==> src/rtl/divider_pkg.sv <==
// Shared state encoding and operand helpers for the sequential divider.
package divider_pkg;

  typedef enum logic [1:0] {StIdle, StCalc, StSign, StDone} div_state_t;

  // Operands arrive zero-extended to 64 bits, so one helper serves any width up to 63.
  function automatic logic div_is_overflow(input logic [63:0] mag_hi, input logic [63:0] d);
    return mag_hi >= d;
  endfunction

  function automatic logic [63:0] div_magnitude(input logic [63:0] z,
                                                input logic signed_mode,
                                                input int unsigned width);
    logic [63:0] mask;
    logic [63:0] top;
    mask = (64'd1 << width) - 64'd1;
    top  = z >> (width - 1);
    if (signed_mode && top[0]) return (~z + 64'd1) & mask;
    return z & mask;
  endfunction

endpackage

==> src/rtl/divider_step.sv <==
// One restoring division step: shift in a dividend bit, then trial-subtract the divisor.
module divider_step #(
  parameter int unsigned W = 8
) (
  input  logic [W-1:0] i_rem,
  input  logic         i_bit,
  input  logic [W-1:0] i_d,
  output logic [W-1:0] o_rem,
  output logic         o_q
);

  logic [W:0]   w_shift;
  logic [W-1:0] w_diff;

  assign w_shift = {i_rem, i_bit};
  // The remainder stays below d, so the true difference always fits in W bits.
  assign w_diff  = w_shift[W-1:0] - i_d;
  assign o_q     = (w_shift >= {1'b0, i_d});
  assign o_rem   = o_q ? w_diff : w_shift[W-1:0];

endmodule

==> src/rtl/divider_seq.sv <==
// Iterative Z_WIDTH/D_WIDTH divider with valid/ready handshakes on both sides.
// Define DIVIDER_SEQ_EARLY_EXIT_EN to skip the CALC phase for overflowing operations.
module divider_seq
  import divider_pkg::*;
#(
  parameter int unsigned Z_WIDTH = 16,
  parameter int unsigned D_WIDTH = Z_WIDTH / 2
) (
  input  logic               clk,
  input  logic               rst,
  input  logic               ena,
  input  logic               in_valid,
  output logic               in_ready,
  input  logic               in_signed,
  input  logic [Z_WIDTH-1:0] z,
  input  logic [D_WIDTH-1:0] d,
  output logic               out_valid,
  input  logic               out_ready,
  output logic [D_WIDTH:0]   q,
  output logic [D_WIDTH:0]   s,
  output logic               div0,
  output logic               ovf,
  output logic               busy
);

  localparam int unsigned CntW = $clog2(D_WIDTH + 1);

  div_state_t r_state, w_state_d;

  logic               r_neg, r_ovf, r_div0;
  logic [D_WIDTH-1:0] r_d, r_rem, r_lo;
  logic [CntW-1:0]    r_cnt;
  logic [D_WIDTH:0]   r_q, r_s;

  logic               w_accept, w_neg, w_ovf, w_q_bit;
  logic [Z_WIDTH-1:0] w_mag;
  logic [D_WIDTH-1:0] w_rem_nxt;
  logic [D_WIDTH:0]   w_qm, w_rm;

  assign in_ready  = (r_state == StIdle) && ena && !rst;
  assign busy      = (r_state != StIdle);
  assign out_valid = (r_state == StDone);
  assign q         = r_q;
  assign s         = r_s;
  assign div0      = r_div0;
  assign ovf       = r_ovf;

  assign w_accept = in_valid && in_ready;
  assign w_neg    = in_signed & z[Z_WIDTH-1];
  assign w_mag    = Z_WIDTH'(div_magnitude(64'(z), in_signed, Z_WIDTH));
  assign w_ovf    = div_is_overflow(64'(w_mag[Z_WIDTH-1:D_WIDTH]), 64'(d));
  assign w_qm     = {1'b0, r_lo};
  assign w_rm     = {1'b0, r_rem};

  // The low dividend half shifts out of r_lo's top while quotient bits fill its bottom.
  divider_step #(
    .W(D_WIDTH)
  ) u_step (
    .i_rem(r_rem),
    .i_bit(r_lo[D_WIDTH-1]),
    .i_d  (r_d),
    .o_rem(w_rem_nxt),
    .o_q  (w_q_bit)
  );

  always_ff @(posedge clk or posedge rst) begin
    if (rst) begin
      r_state <= StIdle;
    end else if (ena) begin
      r_state <= w_state_d;
    end
  end

  always_comb begin
    w_state_d = r_state;
    unique case (r_state)
      StIdle: begin
        if (w_accept) begin
`ifdef DIVIDER_SEQ_EARLY_EXIT_EN
          w_state_d = w_ovf ? StSign : StCalc;
`else
          w_state_d = StCalc;
`endif
        end
      end
      StCalc:  if (r_cnt == CntW'(D_WIDTH - 1)) w_state_d = StSign;
      StSign:  w_state_d = StDone;
      StDone:  if (out_ready) w_state_d = StIdle;
      default: w_state_d = StIdle;
    endcase
  end

  always_ff @(posedge clk or posedge rst) begin
    if (rst) begin
      r_neg  <= 1'b0;
      r_ovf  <= 1'b0;
      r_div0 <= 1'b0;
      r_d    <= '0;
      r_rem  <= '0;
      r_lo   <= '0;
      r_cnt  <= '0;
      r_q    <= '0;
      r_s    <= '0;
    end else if (ena) begin
      unique case (r_state)
        StIdle: begin
          if (w_accept) begin
            r_neg  <= w_neg;
            r_ovf  <= w_ovf;
            r_div0 <= (d == '0);
            r_d    <= d;
            r_rem  <= w_mag[Z_WIDTH-1:D_WIDTH];
            r_lo   <= w_mag[D_WIDTH-1:0];
            r_cnt  <= '0;
          end
        end
        StCalc: begin
          r_rem <= w_rem_nxt;
          r_lo  <= {r_lo[D_WIDTH-2:0], w_q_bit};
          r_cnt <= r_cnt + CntW'(1);
        end
        StSign: begin
          r_q <= r_ovf ? '0 : (r_neg ? -w_qm : w_qm);
          r_s <= r_ovf ? '0 : (r_neg ? -w_rm : w_rm);
        end
        default: ;
      endcase
    end
  end

endmodule

==> config.mk <==
export PLATFORM = sky130hd
export DESIGN_NAME = divider_seq
export DESIGN_NICKNAME = d
export VERILOG_FILES = /design/src/rtl/divider_pkg.sv /design/src/rtl/divider_step.sv /design/src/rtl/divider_seq.sv
export SDC_FILE = /design/constraint.sdc
export NUM_CORES = 1
export LEC_CHECK = 0
export ABC_CLOCK_PERIOD_IN_PS = 4100
export CAP_MARGIN = 15
export CORE_ASPECT_RATIO = 0.9
export CORE_MARGIN = 2
export CORE_UTILIZATION = 59
export CTS_BUF_LIST = sky130_fd_sc_hd__clkbuf_4 sky130_fd_sc_hd__clkbuf_8 sky130_fd_sc_hd__clkbuf_16
export DETAILED_ROUTE_END_ITERATION = 10
export GPL_ROUTABILITY_DRIVEN = 0
export GPL_TIMING_DRIVEN = 1
export PLACE_DENSITY_LB_ADDON = 0.15
export REMOVE_ABC_BUFFERS = 1
export SETUP_SLACK_MARGIN = 0.02
export SLEW_MARGIN = 10
export SYNTH_ARGS = -nofsm -noshare
export SYNTH_HDL_FRONTEND = slang
export SYNTH_SLANG_ARGS = --single-unit
==> constraint.sdc <==
create_clock -name clk -period 4.1 [get_ports clk]
set_clock_uncertainty 0.2 [all_clocks]
set_input_delay 0.82 -clock clk [delete_from_list [all_inputs] [get_ports clk]]
set_output_delay 0.82 -clock clk [all_outputs]
set_load 0.05 [all_outputs]
==> results.py, run 1 <==
metrics = {
    "run_status": {
        "status": "complete, no violations",
    },
    "power_and_ir_drop": {
        "peakVddDrop_mv": 0.470,
        "power_density_mw_per_mm2": 766,
        "p_leak_nw": 1.83,
    },
    "finish": {
        "syn_to_final_growth_pct": 21.1,
        "fill_cells": 457,
        "antenna_cells": 0,
        "utilization_pct": 73.4,
        "fin_cells": 505,
        "fin_nets": 490,
        "layout-drive-gt1-share_pct": 6.44,
    },
    "cts": {
        "cts_tree": "built",
        "h-tree-depth": 2,
        "cts_buffers": 5,
        "cts_resized": 0,
        "post-cts-setup-buffers": 0,
        "postCtsHoldBufs": 0,
        "cts.sink_count": 51,
        "clkTransAtPathRegs_ns": 0.10,
        "clockBufferDepth": 2,
        "clk_latency_ns": 0.32,
        "root_buffer": "clkbuf_8",
    },
    "logic_synthesis": {
        "ys_seq_area_share_pct": 37.2,
        "synth_top_area_cell": "dfrtp_1",
        "synth_top_area_share_pct": 37.2,
        "ys_types": 55,
        "synthTopCellsByArea": "dfrtp_1 37%, ha_1 9.1%, o21ai_0 6.3%",
        "synth-simple-area-share_pct": 16.5,
        "synth_compound_area_share_pct": 20.7,
        "avgSynthCellArea_um2": 8.93,
        "synth_xor_xnor_area_share_pct": 7.40,
        "yosys_warnings": 0,
        "async_reset_ff_share_pct": 100,
        "synthMuxAreaShare_pct": 3.61,
        "synth_top_family_by_area": "compound AO/OA/AOI/OAI gates",
        "synthFlopType": "dfrtp_1",
        "syn_inst": 384,
        "synth_fa_ha_area_share_pct": 9.70,
        "ys_seq_elements": 51,
        "syn_area_mm2": 0.00343,
        "synth_edf_count": 0,
    },
    "global_routing": {
        "first_global_vias": 2976,
        "antenna_found_initial": 0,
        "grt_util_all_layers_pct": 27.3,
        "overflow": 0,
        "grt_max_degree": 52,
        "grt_pass1_wl_um": 14100,
    },
    "setup_path": {
        "worst-path-max-fanout": 3,
        "required_ns": 4.12,
        "critPathKind": "in -> reg",
        "crit_chain": "clkdlybuf4s50_1, inv_1, ha_1, or3b_2, o21ai_0, xor2_1, ha_1, nand2b_1, a21o_1, a21o_1, a211oi_1, o2111ai_1, o211a_1",
        "critPathLaunch": "z[0]",
        "rr_worst_depth": 7,
        "cp_slowest_cell": "or3b_2",
        "worst_setup_path_start_kind": "primary input",
        "crit_path_max_incr_delay_ns": 0.45,
        "rr_endpoint": "r_rem[1]",
        "rrSetupSlack_ns": 1.30,
        "worst-path-buf-inv": 2,
        "r2r_start": "r_rem[2]",
        "cp.arrival_ns": 3.82,
        "cp_top_family": "compound AO/OA/AOI/OAI gates",
        "critPathCaptureType": "flip-flop",
    },
    "hold_path": {
        "holdCritPathClass": "reg -> reg",
        "min_delay_path_depth": 2,
        "hp-start": "q[3]",
        "holdPathEnd": "q[3]",
    },
    "timing": {
        "period_share_pct": 92.8,
        "relSlewSlack_pct": 39.8,
        "drv_slew": 0,
        "finalSetupViolations": 0,
        "min_period_ns": 3.80,
        "worst_slew_pin_slew_ns": 0.902,
        "timing.fmax_ghz": 0.263,
        "rsz0062_at_grt": "no",
        "finalSetupTns_ns": 0,
        "hold_viol": 0,
    },
    "route": {
        "routed_wl_um": 8260,
        "vias": 2998,
        "first_pass_iters": 5,
        "wl_per_cell_um": 16.3,
        "dr.first_iter.drc_count": 213,
        "ant_nets": 0,
        "routed_via_density": 5.94,
        "post-route-drc-count": 0,
    },
    "floorplan": {
        "pin_count": 53,
        "die_area_mm2": 0.00644,
        "core.rowCount": 26,
        "die_w_um": 84.4,
        "start_util_pct": 60.6,
        "die_h_um": 76.3,
        "core_mm2": 0.00566,
    },
    "placement": {
        "dp.cells": 496,
        "hpwl_um": 6210,
        "io_buffers": 52,
    },
    "run": {
        "cap_violations": 0,
    },
}
## final cells by class
type	instances	area, µm²	area share [%]
clock buffers	5	68.8	1.66
clock inverters	3	46.3	1.11
inverters	30	113	2.71
multi-input cells	288	1990	47.8
flip-flops and latches	51	1280	30.7
well taps	70	87.6	2.11
repair buffers	58	578	13.9
## logic make-up after synthesis
logic type | after synthesis
compound gates | 105
xor+xnor | 29
fa+ha+maj | 26
buf+inv | 45
flops | 51
mux | 12
simple gates | 116
## flip-flops by register name, indices dropped and copies added, names as in the netlist
register,flops
ovf,1
r_d,8
r_lo,8
r_state,2
s,9
r_neg,1
r_cnt,4
q,9
r_rem,8
div0,1
## cell usage after synthesis, drive strengths merged (4+ instances only)
cell type and count:
a21oi 11, a22oi 7, and2 4, clkbuf 14
dfrtp 51, ha 25, inv 30, mux2i 9
nand2 50, nand2b 6, nand3 6, nor2 18
nor2b 7, nor3 4, o21ai 45, o22ai 4
o31ai 10, o41ai 5, or3 7, or4 4
xnor2 8, xor2 21
## placed cells by master (no fill, tap or decap), types with 11 or more instances in the layout
| cell type | synthesis | routed |
|---|---|---|
| dfrtp_1 | 51 | 51 |
| o21ai_0 | 43 | 43 |
| inv_1 | 30 | 29 |
| clkdlybuf4s50_1 | 0 | 52 |
| xor2_1 | 21 | 21 |
| nor2_1 | 18 | 18 |
| ha_1 | 25 | 25 |
| nand2_1 | 50 | 50 |
| a21oi_1 | 11 | 11 |
## power by group
group | switching, mW | internal [mW] | total, mW
clock | 0.187 | 0.184 | 0.371
sequential | 0.220 | 0.721 | 0.940
combinational | 1.11 | 0.765 | 1.87
total | 1.51 | 1.67 | 3.18
## tightest hold or removal path: cells and delay by family, from the launching register on
family,cells,cell delay (ns)
AO/OA/AOI/OAI,1,0.06
AND/OR/NAND/NOR,1,0.04
flip-flops,1,0.36
## per-layer routing
| layer | GRT usage [%] | vias up | part of all wire [%] |
|---|---|---|---|
| met4 | 9.84 | 0 | 1.7 |
| met3 | 4.77 | 19 | 7.0 |
| met2 | 44.1 | 126 | 47 |
| met1 | 37.1 | 1400 | 44 |
| met5 | 0 | - | 0 |
| li1 | - | 1453 | - |
## worst max path at each step
stage / to / cells after the start
finish: ovf / 13
global route: ovf / 13
CTS: ovf / 13
detailed placement: ovf / 13
global placement: ovf / 13
floorplan: ovf / 12
## metrics by stage
stage	total power [mW]	area, µm²	hold slack, ns	setup slack (ns)
finish	3.18	4160	0.287	0.296
floorplan	2.28	3370	0.252	0.660
detailed placement	2.80	4020	0.268	0.0157
CTS	3.18	4140	0.293	0.313
global placement	2.73	4020	0.262	0.164
global route	3.44	4160	0.308	0.143
No activity file was read; power rests on OpenSTA's default activity.
==> run 2, diff against run 1 <==
--- a/config.mk
+++ b/config.mk
@@ -5,7 +5,7 @@
 export SDC_FILE = /design/constraint.sdc
 export NUM_CORES = 1
 export LEC_CHECK = 0
-export ABC_CLOCK_PERIOD_IN_PS = 4100
+export ABC_CLOCK_PERIOD_IN_PS = 4400
 export CAP_MARGIN = 15
 export CORE_ASPECT_RATIO = 0.9
 export CORE_MARGIN = 2
@@ -14,6 +14,7 @@
 export DETAILED_ROUTE_END_ITERATION = 10
 export GPL_ROUTABILITY_DRIVEN = 0
 export GPL_TIMING_DRIVEN = 1
+export HOLD_SLACK_MARGIN = 0.08
 export PLACE_DENSITY_LB_ADDON = 0.15
 export REMOVE_ABC_BUFFERS = 1
 export SETUP_SLACK_MARGIN = 0.02
==> constraint.sdc (replaced) <==
create_clock -name clk -period 4.4 [get_ports clk]
set_clock_uncertainty 0.2 [all_clocks]
set_input_delay 0.88 -clock clk [delete_from_list [all_inputs] [get_ports clk]]
set_output_delay 0.88 -clock clk [all_outputs]
set_load 0.05 [all_outputs]
==> results.py, run 2 (synthesis results as in run 1) <==
metrics = {
    "global_routing": {
        "grt_util_all_layers_pct": 26.5,
        "grt_pass1_wl_um": 13700,
        "busiest_layer": "met2",
        "grtUsageMet2_pct": 42.9,
        "met1_usage_pct": 36.3,
        "grt_max_degree": 52,
        "overflow": 0,
        "antenna_found_initial": 0,
        "first_global_vias": 2913,
        "use_met3_pct": 4.77,
    },
    "route": {
        "post-route-drc-count": 0,
        "wl_per_cell_um": 16.5,
        "ant_nets": 0,
        "routed_wl_um": 8310,
        "first_pass_iters": 5,
        "dr.first_iter.drc_count": 221,
        "vias": 3049,
        "routed_via_density": 6.07,
    },
    "cts": {
        "cts_buffers": 5,
        "clkTransAtPathRegs_ns": 0.10,
        "cts.sink_count": 51,
        "h-tree-depth": 2,
        "post-cts-setup-buffers": 0,
        "cts_tree": "built",
        "postCtsHoldBufs": 0,
        "clk_latency_ns": 0.32,
        "root_buffer": "clkbuf_8",
        "cts_resized": 0,
        "clockBufferDepth": 2,
    },
    "finish": {
        "multi_input_area_mm2": 0.00199,
        "utilization_pct": 72.7,
        "fill_cells": 438,
        "antenna_cells": 0,
        "regArea_mm2": 0.00128,
        "layout_commonest_cell": "clkdlybuf4s50_1",
        "final_cell_mix": "52 x clkdlybuf4s50_1, 51 x dfrtp_1, 50 x nand2_1, 43 x o21ai_0, 29 x inv_1",
        "syn_to_final_growth_pct": 20.0,
        "layout-drive-gt1-share_pct": 5.79,
        "fin_nets": 487,
    },
    "placement": {
        "io_buffers": 52,
        "pre_cts_ws_ns": 0.223,
        "hpwl_um": 6320,
    },
    "setup_path": {
        "worst-path-max-fanout": 6,
        "critPathKind": "in -> reg",
        "worst_setup_path_start_kind": "primary input",
        "critPathCaptureType": "flip-flop",
        "cp.arrival_ns": 3.97,
        "required_ns": 4.41,
    },
    "timing": {
        "period_share_pct": 90.0,
        "min_period_ns": 3.96,
        "relSlewSlack_pct": 43.1,
        "rsz0062_at_grt": "no",
        "finalSetupTns_ns": 0,
        "hold_viol": 0,
        "drv_slew": 0,
        "hold_ws_ns": 0.289,
        "finalSetupViolations": 0,
        "setup_slack_ns": 0.442,
        "timing.fmax_ghz": 0.253,
        "worst_slew_pin_slew_ns": 0.852,
    },
    "floorplan": {
        "core_mm2": 0.00566,
        "die_area_mm2": 0.00644,
        "pin_count": 53,
        "die_h_um": 76.3,
        "die_w_um": 84.4,
        "core.rowCount": 26,
        "start_util_pct": 60.6,
    },
    "power_and_ir_drop": {
        "p_leak_nw": 1.81,
        "power_density_mw_per_mm2": 711,
        "peakVddDrop_mv": 0.434,
    },
    "hold_path": {
        "holdCritPathClass": "reg -> reg",
    },
    "run": {
        "cap_violations": 0,
    },
    "run_status": {
        "status": "complete, no violations",
    },
}
run 2: area by class of cell:
class,count,share of cell area [%]
multi-input combinational,288,48.2
sequential,51,31.0
timing repair buffer,55,13.5
inverter,30,2.74
tap,70,2.13
clock buffer,6,2.01
clock inverter,2,0.395
run 2: final timing paths:
check,slack (ns),end,cells after the start,startpoint
setup / recovery,0.44,ovf,13,z[1]
hold / removal,0.29,s[6],2,s[6]
setup reg to reg,1.65,r_rem[1],7,r_rem[2]
hold reg to reg,0.29,s[6],2,s[6]
max in group asynchronous,2.83,r_rem[7],3,rst
min in group asynchronous,0.67,r_state[1],2,rst
run 2: metrics by stage:
step / total power [mW] / cells / area [µm²]
floorplan: 2.12 / 369 / 3370
global placement: 2.55 / 493 / 4000
detailed placement: 2.62 / 493 / 4000
CTS: 2.91 / 501 / 4100
global route: 3.15 / 502 / 4120
finish: 2.93 / 502 / 4120
run 2: critical path: stages:
cell and delay, ns:
clkdlybuf4s50_1 0.47, inv_1 0.09, ha_1 0.16, or3b_2 0.52, o21ai_0 0.24, xor2_1 0.24
ha_1 0.27, nand2b_1 0.15, a21o_1 0.17, a21o_1 0.17, a211oi_1 0.24, o2111ai_1 0.19
o211a_1 0.17
run 2: metal layers:
layer,wire [µm],up-vias
li1,-,1449
met1,3710,1457
met2,3860,127
met3,590,16
met4,147,0
met5,0,-
run 2: report_power, final:
group	switching, mW	internal, mW
sequential	0.210	0.672
clock	0.171	0.129
combinational	1.03	0.710
total	1.41	1.51
